### src/rtl/ov_vid_to_axis.sv
// Re-times the capture wrapper's hs/vs/rgb pixel stream into an AXI4-Stream master through a FWFT FIFO.
// Optional: define OV_VID_FRAME_CNT_EN to add frame_cnt_o, a count of tuser handshakes.
module ov_vid_to_axis #(
    parameter int unsigned DATA_W     = 24,
    parameter int unsigned FIFO_DEPTH = 32,
    parameter logic        VS_POL     = 1'b1
) (
    input  logic              CLK_i,
    input  logic              rst_n_i,
    input  logic              vid_clk_ce_i,
    input  logic              hs_i,
    input  logic              vs_i,
    input  logic [DATA_W-1:0] rgb_i,
    output logic [DATA_W-1:0] m_axis_tdata,
    output logic              m_axis_tvalid,
    input  logic              m_axis_tready,
    output logic              m_axis_tuser,
    output logic              m_axis_tlast,
    output logic              overflow_o,
`ifdef OV_VID_FRAME_CNT_EN
    output logic [15:0]       frame_cnt_o,
`endif
    output logic [11:0]       line_len_o
);
    localparam int unsigned AW = $clog2(FIFO_DEPTH);
    localparam int unsigned EW = DATA_W + 2;

    typedef enum logic [1:0] {StWaitVs, StWaitEnd, StActive, StDrop} state_e;
    state_e state_q, state_d;

    logic              stage_vld_q, stage_vld_d;
    logic [DATA_W-1:0] stage_data_q, stage_data_d;
    logic              stage_user_q, stage_user_d;
    logic              sof_pend_q, sof_pend_d;
    logic [11:0]       line_cnt_q, line_cnt_d;
    logic [11:0]       line_len_q, line_len_d;
    logic              overflow_q, overflow_d;
    logic [AW:0]       wr_ptr_q, wr_ptr_d;
    logic [AW:0]       rd_ptr_q, rd_ptr_d;
    logic [EW-1:0]     mem_q [FIFO_DEPTH];

    logic          vs_act, push, push_last, push_drop, wr_en, rd_en, empty, full;
    logic [EW-1:0] rd_word;

    assign vs_act  = (vs_i == VS_POL);
    assign empty   = (wr_ptr_q == rd_ptr_q);
    assign full    = (wr_ptr_q[AW] != rd_ptr_q[AW]) && (wr_ptr_q[AW-1:0] == rd_ptr_q[AW-1:0]);
    assign rd_en   = ~empty & m_axis_tready;
    assign rd_word = mem_q[rd_ptr_q[AW-1:0]];

    always_ff @(posedge CLK_i) begin
        if (!rst_n_i) begin
            state_q <= StWaitVs;
        end else begin
            state_q <= state_d;
        end
    end

    always_comb begin
        state_d = state_q;
        if (vid_clk_ce_i) begin
            unique case (state_q)
                StWaitVs:  if (vs_act) state_d = StWaitEnd;
                StWaitEnd: if (!vs_act) state_d = StActive;
                StActive:  if (vs_act) state_d = StWaitEnd;
                StDrop:    if (vs_act) state_d = StWaitEnd;
                default:   state_d = StWaitVs;
            endcase
        end
        if (push_drop) state_d = StDrop;
    end

    // A staged pixel is only pushed once the next CE cycle tells us whether it ends the line.
    always_comb begin
        stage_vld_d  = stage_vld_q;
        stage_data_d = stage_data_q;
        stage_user_d = stage_user_q;
        sof_pend_d   = sof_pend_q;
        line_cnt_d   = line_cnt_q;
        push         = 1'b0;
        push_last    = 1'b0;
        if (vid_clk_ce_i) begin
            unique case (state_q)
                StWaitEnd: if (!vs_act) sof_pend_d = 1'b1;
                StActive: begin
                    if (vs_act || !hs_i) begin
                        push        = stage_vld_q;
                        push_last   = 1'b1;
                        stage_vld_d = 1'b0;
                    end else begin
                        push         = stage_vld_q;
                        stage_vld_d  = 1'b1;
                        stage_data_d = rgb_i;
                        stage_user_d = sof_pend_q;
                        sof_pend_d   = 1'b0;
                        if (!stage_vld_q) begin
                            line_cnt_d = 12'd1;
                        end else if (line_cnt_q != 12'hFFF) begin
                            line_cnt_d = line_cnt_q + 12'd1;
                        end
                    end
                end
                StDrop:  stage_vld_d = 1'b0;
                default: ;
            endcase
        end
        push_drop  = push & full & ~rd_en;
        wr_en      = push & ~push_drop;
        if (push_drop) stage_vld_d = 1'b0;
        overflow_d = overflow_q | push_drop;
        line_len_d = (wr_en && push_last) ? line_cnt_q : line_len_q;
        wr_ptr_d   = wr_ptr_q + (AW+1)'(wr_en);
        rd_ptr_d   = rd_ptr_q + (AW+1)'(rd_en);
    end

    always_comb begin
        m_axis_tvalid = ~empty;
        {m_axis_tuser, m_axis_tlast, m_axis_tdata} = empty ? '0 : rd_word;
        overflow_o    = overflow_q;
        line_len_o    = line_len_q;
    end

    always_ff @(posedge CLK_i) begin
        if (!rst_n_i) begin
            stage_vld_q  <= 1'b0;
            stage_data_q <= '0;
            stage_user_q <= 1'b0;
            sof_pend_q   <= 1'b0;
            line_cnt_q   <= '0;
            line_len_q   <= '0;
            overflow_q   <= 1'b0;
            wr_ptr_q     <= '0;
            rd_ptr_q     <= '0;
        end else begin
            stage_vld_q  <= stage_vld_d;
            stage_data_q <= stage_data_d;
            stage_user_q <= stage_user_d;
            sof_pend_q   <= sof_pend_d;
            line_cnt_q   <= line_cnt_d;
            line_len_q   <= line_len_d;
            overflow_q   <= overflow_d;
            wr_ptr_q     <= wr_ptr_d;
            rd_ptr_q     <= rd_ptr_d;
        end
    end

    always_ff @(posedge CLK_i) begin
        if (rst_n_i && wr_en) begin
            mem_q[wr_ptr_q[AW-1:0]] <= {stage_user_q, push_last, stage_data_q};
        end
    end

`ifdef OV_VID_FRAME_CNT_EN
    logic [15:0] frame_cnt_q, frame_cnt_d;

    assign frame_cnt_d = frame_cnt_q + 16'(rd_en & m_axis_tuser);
    assign frame_cnt_o = frame_cnt_q;

    always_ff @(posedge CLK_i) begin
        if (!rst_n_i) begin
            frame_cnt_q <= '0;
        end else begin
            frame_cnt_q <= frame_cnt_d;
        end
    end
`endif

endmodule

### config.mk
export PLATFORM = sky130hd
export DESIGN_NAME = ov_vid_to_axis
export DESIGN_NICKNAME = d
export VERILOG_FILES = /design/src/rtl/ov_vid_to_axis.sv
export SDC_FILE = /design/constraint.sdc
export NUM_CORES = 1
export LEC_CHECK = 0
export BUFFER_PORTS_ARGS = -buffer_cell sky130_fd_sc_hd__buf_4
export CORE_ASPECT_RATIO = 0.7
export CORE_MARGIN = 10
export CORE_UTILIZATION = 62
export DETAILED_ROUTE_END_ITERATION = 10
export PLACE_DENSITY = 0.83
export SKIP_CTS_REPAIR_TIMING = 1
export SYNTH_ARGS = -nofsm -noshare
export SYNTH_HDL_FRONTEND = slang
export SYNTH_SLANG_ARGS = --single-unit
### constraint.sdc
create_clock -name CLK_i -period 4 [get_ports CLK_i]
set_input_delay 0.6 -clock CLK_i [delete_from_list [all_inputs] [get_ports CLK_i]]
set_output_delay 0.6 -clock CLK_i [all_outputs]
set_load 0.03 [all_outputs]
==> flow_metrics.env, run 1 <==
export IMPL_switchingPower_mw=3.38
export IMPL_wl_met2_mm=40.9
export IMPL_gp_congestion=0.851
export IMPL_postRouteAntennaNets=0
export IMPL_dr_first_iter_drc_count=2856
export IMPL_finalCritPeriodShare_pct=97.9
export IMPL_synthArstFlopShare_pct=0
export IMPL_ir_worst_vdd_v=0.000334
export IMPL_wl_mm=88.0
export IMPL_grt_pass1_wl_mm=128
export IMPL_synth_nets=1896
export IMPL_cts_sinks=898
export IMPL_drt_drc_violations_left=0
export IMPL_arrival_ns=3.32
export IMPL_fp_dieH_um=218
export IMPL_status="complete, no violations"
export IMPL_path_buf_inv=4
export IMPL_synth_top_area_share_pct=71.7
export IMPL_cp_required_ns=3.40
export IMPL_syn_to_final_growth_pct=13.3
export IMPL_clockPowerShare_pct=42.6
export IMPL_seq_area_frac_synth_pct=75.5
export IMPL_clkTransAtPathRegs_ns=0.06
export IMPL_comb_power_share_pct=0.3
export IMPL_relSlewSlack_pct=3.77
export IMPL_totalPowerFinal_mw=17.7
export IMPL_finalHoldViolations=0
export IMPL_cts_root_buf="clkbuf_16"
export IMPL_antenna_found_initial=1
export IMPL_wire_per_inst_um=31.3
export IMPL_min_path_type="input port to register"
export IMPL_crit_path_max_incr_delay_ns=0.54
export IMPL_whs_ns=0.225
export IMPL_grt_use_total_pct=26.7
export IMPL_avgSynthCellArea_um2=18.7
export IMPL_drive_gt1_share_pct=23.0
export IMPL_synthCells=1861
export IMPL_met3_length_mm=11.7
export IMPL_yosysWarnings=0
export IMPL_crit_top_cell="buf_4"
export IMPL_slew_viol_final=0
export IMPL_p_seq_share_pct=57.1
export IMPL_start_util_pct=62.9
export IMPL_cts_tree="built"
export IMPL_maxCapViolCount=0
export IMPL_drt_met1_wl_mm=32.5
export IMPL_crit_slowest_cell="dfxtp_4"
export IMPL_rsz0062_at_grt="yes"
export IMPL_synth_edf_count=832
export IMPL_synth_seq_cells=898
export IMPL_pin_count=70
export IMPL_grt_ovfl_total=0
export IMPL_syn_area_mm2=0.0348
export IMPL_grt_pass1_vias=19300
export IMPL_synth_cell_types=51
export IMPL_start_kind="register"
export IMPL_die_area_mm2=0.0662
export IMPL_vias=19200
export IMPL_synthTopCellsByArea="edfxtp_1, mux4_2, mux2i_1, dfxtp_1, nand2_1"
export IMPL_io_buffers=69
export IMPL_core_mm2=0.0554
export IMPL_dieWidth_um=303
export IMPL_clockBufferDepth=3
export IMPL_finalSetupViolCount=0
export IMPL_clock_latency_ns=0.64
export IMPL_clock_fmax_mhz=255
export IMPL_fillerInstances=3197
export IMPL_final_seq_area_mm2=0.0263
export IMPL_crit_chain="buf_4, buf_12, buf_4, mux4_2, mux2i_1, o21ai_0, a21oi_1, nor3_1, buf_4"
export IMPL_p_leak_nw=13.9
export IMPL_cellInternalPower_mw=14.3
export IMPL_p_per_area_mw_per_mm2=449
export IMPL_max_slew_worst_pin_slew_ns=1.44
export IMPL_skew_ns=0.0172
export IMPL_swShare_pct=19.1
export IMPL_path_class="register to output pin"
export IMPL_cp_end_kind="output pin"
export IMPL_multi_input_area_mm2=0.00811
export IMPL_row_count=72
export IMPL_first_pass_iters=6
export IMPL_grt_max_degree=69
export IMPL_critPathTopFamily="buffers and inverters"
export IMPL_layout_nets=2044
export IMPL_via_per_inst=6.84
export IMPL_cp_max_fo=17
export IMPL_layout_min_cycle_time_ns=3.92
export IMPL_htree_levels=3
export IMPL_synthFlopType="edfxtp_1"
export IMPL_yosys_area_top_type="edfxtp_1"
export IMPL_cts_buffers=81
export IMPL_highest_layer="met5"
export IMPL_final_util_pct=71.2
export IMPL_hpwl_mm=48.7
Yosys cell counts (7+ instances only):
cell,n
clkbuf_1,53
buf_4,13
buf_2,16
o21ai_0,8
mux2i_1,157
nand3_1,15
and2_1,14
a221oi_1,23
dfxtp_1,66
edfxtp_1,832
nor2_1,56
buf_1,12
xnor2_1,15
nand2_1,152
a21oi_1,63
xor2_1,8
nand4_1,8
buf_12,8
o22ai_1,22
o221ai_1,22
a2111oi_0,18
o21ai_1,24
nor3_1,7
a211oi_1,25
a21boi_0,26
mux4_2,137
nor2b_1,9
metrics by stage:
stage	worst slack [ns]	cells	instance area [um^2]	setup TNS (ns)
floorplan	0.778	1861	34800	0
global placement	0.132	2650	36700	0
detailed placement	0.126	2650	36700	0
CTS	-0.603	2793	39200	-3.42
global route	-0.0186	2809	39400	-0.0284
finish	0.0820	2810	39500	0
registers in the layout, summed over array words and instances (netlist names):
signal	count
state_q	2
wr_ptr_q	6
overflow_o	1
stage_vld_q	1
sof_pend_q	1
line_len_o	12
line_cnt_q	12
mem_q	832
stage_data_q	24
rd_ptr_q	6
stage_user_q	1
cells by family (layout without fill, tap and decap cells):
| group | Yosys count | after routing | share of synthesized area, % |
|---|---|---|---|
| and+or+nand+nor | 282 | 282 | 3.56 |
| other | 0 | 1 | 0 |
| adders and majority gates | 5 | 5 | 0.180 |
| xor gates and xnor gates | 23 | 23 | 0.578 |
| muxes | 294 | 294 | 13.4 |
| AOI/OAI and AO/OA | 243 | 243 | 4.75 |
| DFF | 898 | 898 | 75.5 |
| buffers and inverters | 116 | 324 | 2.02 |
final cells by class:
type / count / share of cell area [%]
Timing Repair Buffer: 177 / 3.97
Inverter: 4 / 0.0381
Antenna cell: 1 / 0.00634
Clock buffer: 100 / 5.53
Tap cell: 740 / 2.35
Multi-Input combinational cell: 847 / 20.5
Clock inverter: 43 / 0.837
Sequential cell: 898 / 66.7
metal layers:
layer	vias up	track usage (%)
met5	-	0
met4	2	8.80
met3	213	7.06
met2	1414	40.7
met1	9780	37.5
li1	7798	-
worst paths after layout:
kind / slack [ns] / to / start / cells past startpoint
worst max-delay path: 0.08 / m_axis_tdata[14] / rd_ptr_q[0]$_SDFF_PN0_ / 9
worst max register to register: 0.73 / mem_q[20][17]$_DFFE_PP_ / rd_ptr_q[0]$_SDFF_PN0_ / 6
worst min-delay path: 0.22 / stage_data_q[16]$_SDFFE_PN0P_ / rgb_i[16] / 3
worst min register to register: 0.46 / line_len_o[5]$_SDFFE_PN0P_ / line_len_o[5]$_SDFFE_PN0P_ / 2
cell usage in the layout, fill, tap and decap left out, types with 26 or more instances in the layout:
cell type,Yosys,final
mux2i_1,157,157
dfxtp_1,66,60
nand2_1,152,152
a21boi_0,26,26
clkbuf_16,0,85
edfxtp_1,832,832
a21oi_1,63,61
buf_4,13,159
mux4_2,137,137
tightest hold or removal path, stage by stage:
cell and delay (ns):
buf_4 0.11, nand2_1 0.04, a21boi_0 0.06
power by group through the flow:
stage          logic [mW]  registers, mW  clock network (mW)
2_1_floorplan      0.0234           10.3                   0
5_1_grt            0.0585           10.1                7.95
6_report           0.0541           10.1                7.53
3_3_place_gp       0.0518           10.3                   0
3_5_place_dp       0.0532           10.3                   0
4_1_cts            0.0532           10.1                7.57
(Power assumes the default switching activity.)
==> run 2, diff against run 1 <==
- CORE_ASPECT_RATIO: 0.7 -> 0.8
- CORE_UTILIZATION: 62 -> 67
- PLACE_DENSITY: 0.83 -> 0.88
- clock period: 4 -> 4.6 ns (I/O delays scaled with it)
==> flow_metrics.env, run 2 (synthesis gave the netlist of run 1 again) <==
export IMPL_critPathTopFamily="compound AO/OA/AOI/OAI gates"
export IMPL_fin_area_mm2=0.0391
export IMPL_final_util_pct=76.3
export IMPL_finalSetupViolCount=0
export IMPL_regToRegSetupSlack_ns=0.96
export IMPL_grt_ovfl_total=0
export IMPL_finalHoldViolations=0
export IMPL_largest_register_ffs=832
export IMPL_ir_worst_vdd_v=0.000388
export IMPL_r2r_end="mem_q[0][25]$_DFFE_PP_"
export IMPL_vias=19900
export IMPL_cp_required_ns=3.91
export IMPL_cp_end_kind="output pin"
export IMPL_crit_top_cell="buf_12"
export IMPL_max_slew_worst_pin_slew_ns=1.44
export IMPL_min_path_type="input port to register"
export IMPL_whs_ns=0.303
export IMPL_placed_cells=2590
export IMPL_totalPowerFinal_mw=15.3
export IMPL_path_class="register to output pin"
export IMPL_dr_first_iter_drc_count=3726
export IMPL_relSlewSlack_pct=3.77
export IMPL_clock_latency_ns=0.66
export IMPL_crit_slowest_cell="dfxtp_4"
export IMPL_htree_levels=3
export IMPL_grt_max_degree=67
export IMPL_final_common_cell="edfxtp_1"
export IMPL_finalCritPeriodShare_pct=96.8
export IMPL_p_leak_nw=13.8
export IMPL_antennaDiodeCount=0
export IMPL_crit_chain="buf_12, buf_12, mux4_2, nand2_1, a21oi_1, a2111oi_0, a211oi_1, buf_4"
export IMPL_rsz0062_at_grt="no"
export IMPL_cts_root_buf="clkbuf_16"
export IMPL_reg2reg_from="rd_ptr_q[0]$_SDFF_PN0_"
export IMPL_clock_fmax_mhz=225
export IMPL_tns_ns=0
export IMPL_drive_gt1_share_pct=22.0
export IMPL_grt_use_total_pct=31.2
export IMPL_crit_path_max_incr_delay_ns=0.80
export IMPL_whs_path_depth=3
export IMPL_maxCapViolCount=0
export IMPL_cts_sinks=898
export IMPL_start_util_pct=68.0
export IMPL_pin_count=70
export IMPL_clockBufferDepth=3
export IMPL_cp_max_fo=31
export IMPL_core_mm2=0.0512
export IMPL_postRouteAntennaNets=0
export IMPL_instances_no_fill=2734
export IMPL_wl_mm=95.4
export IMPL_antenna_found_initial=0
export IMPL_post_place_ws_ns=0.992
export IMPL_slew_viol_final=0
export IMPL_worstRegToRegCells=7
export IMPL_whs_endpoint="stage_data_q[20]$_SDFFE_PN0P_"
export IMPL_gp_congestion=0.815
export IMPL_setup_slack_ns=0.146
export IMPL_grt_pass1_vias=20400
export IMPL_first_pass_iters=6
export IMPL_die_area_mm2=0.0616
export IMPL_postPlaceCellArea_mm2=0.0366
export IMPL_min_from="rgb_i[20]"
export IMPL_status="complete, no violations"
export IMPL_via_per_inst=7.29
export IMPL_drt_drc_violations_left=0
export IMPL_arrival_ns=3.76
export IMPL_cts_tree="built"
export IMPL_grt_pass1_wl_mm=138
export IMPL_row_count=74
export IMPL_io_buffers=69
export IMPL_syn_to_final_growth_pct=12.2
export IMPL_wire_per_inst_um=34.9
export IMPL_layout_nets=2023
export IMPL_start_kind="register"
export IMPL_path_buf_inv=3
export IMPL_final_cell_mix="edfxtp_1, mux2i_1, nand2_1"
export IMPL_dieWidth_um=275
export IMPL_cts_buffers=80
export IMPL_layout_min_cycle_time_ns=4.45
export IMPL_clkTransAtPathRegs_ns=0.07
export IMPL_hpwl_mm=49.4
export IMPL_fp_dieH_um=224
export IMPL_p_per_area_mw_per_mm2=392
export IMPL_skew_ns=0.0260
run 2: how the worst max path moves through the flow:
stage,slack [ns],cells past startpoint,from,endpoint
floorplan,1.29,6,vid_clk_ce_i,mem_q[28][0]$_DFFE_PP_
global placement,1.03,8,rd_ptr_q[0]$_SDFF_PN0_,m_axis_tuser
detailed placement,0.99,8,rd_ptr_q[0]$_SDFF_PN0_,m_axis_tuser
CTS,0.17,8,rd_ptr_q[0]$_SDFF_PN0_,m_axis_tdata[1]
global route,0.09,8,rd_ptr_q[0]$_SDFF_PN0_,m_axis_tdata[1]
finish,0.15,8,rd_ptr_q[0]$_SDFF_PN0_,m_axis_tdata[3]
run 2: power by group:
part	switching, mW	internal, mW
logic	0.0256	0.0238
clock network	3.01	3.47
registers	0.00765	8.79
total	3.04	12.3
run 2: worst min-delay path, stage by stage:
cell,delay [ns]
buf_4,0.11
nand2_1,0.04
a21boi_0,0.06
run 2: cell type report:
cell class              instances  area [um^2]
clock buffers                  99         2120
multi-input cells             847         8050
clock inverters                45          335
inverters                       4         15.0
fillers                      2516        12100
well taps                     684          856
repair buffers                157         1390
flip-flops and latches        898        26300
run 2: routing by layer:
layer	up-vias	share of wire (%)	global-route usage (%)	wire length [um]
met2	1982	46	47.4	44100
li1	7743	-	-	-
met3	367	16	8.72	15300
met4	0	5.2	14.2	4980
met1	9839	33	42.1	31100
met5	-	0	0	0
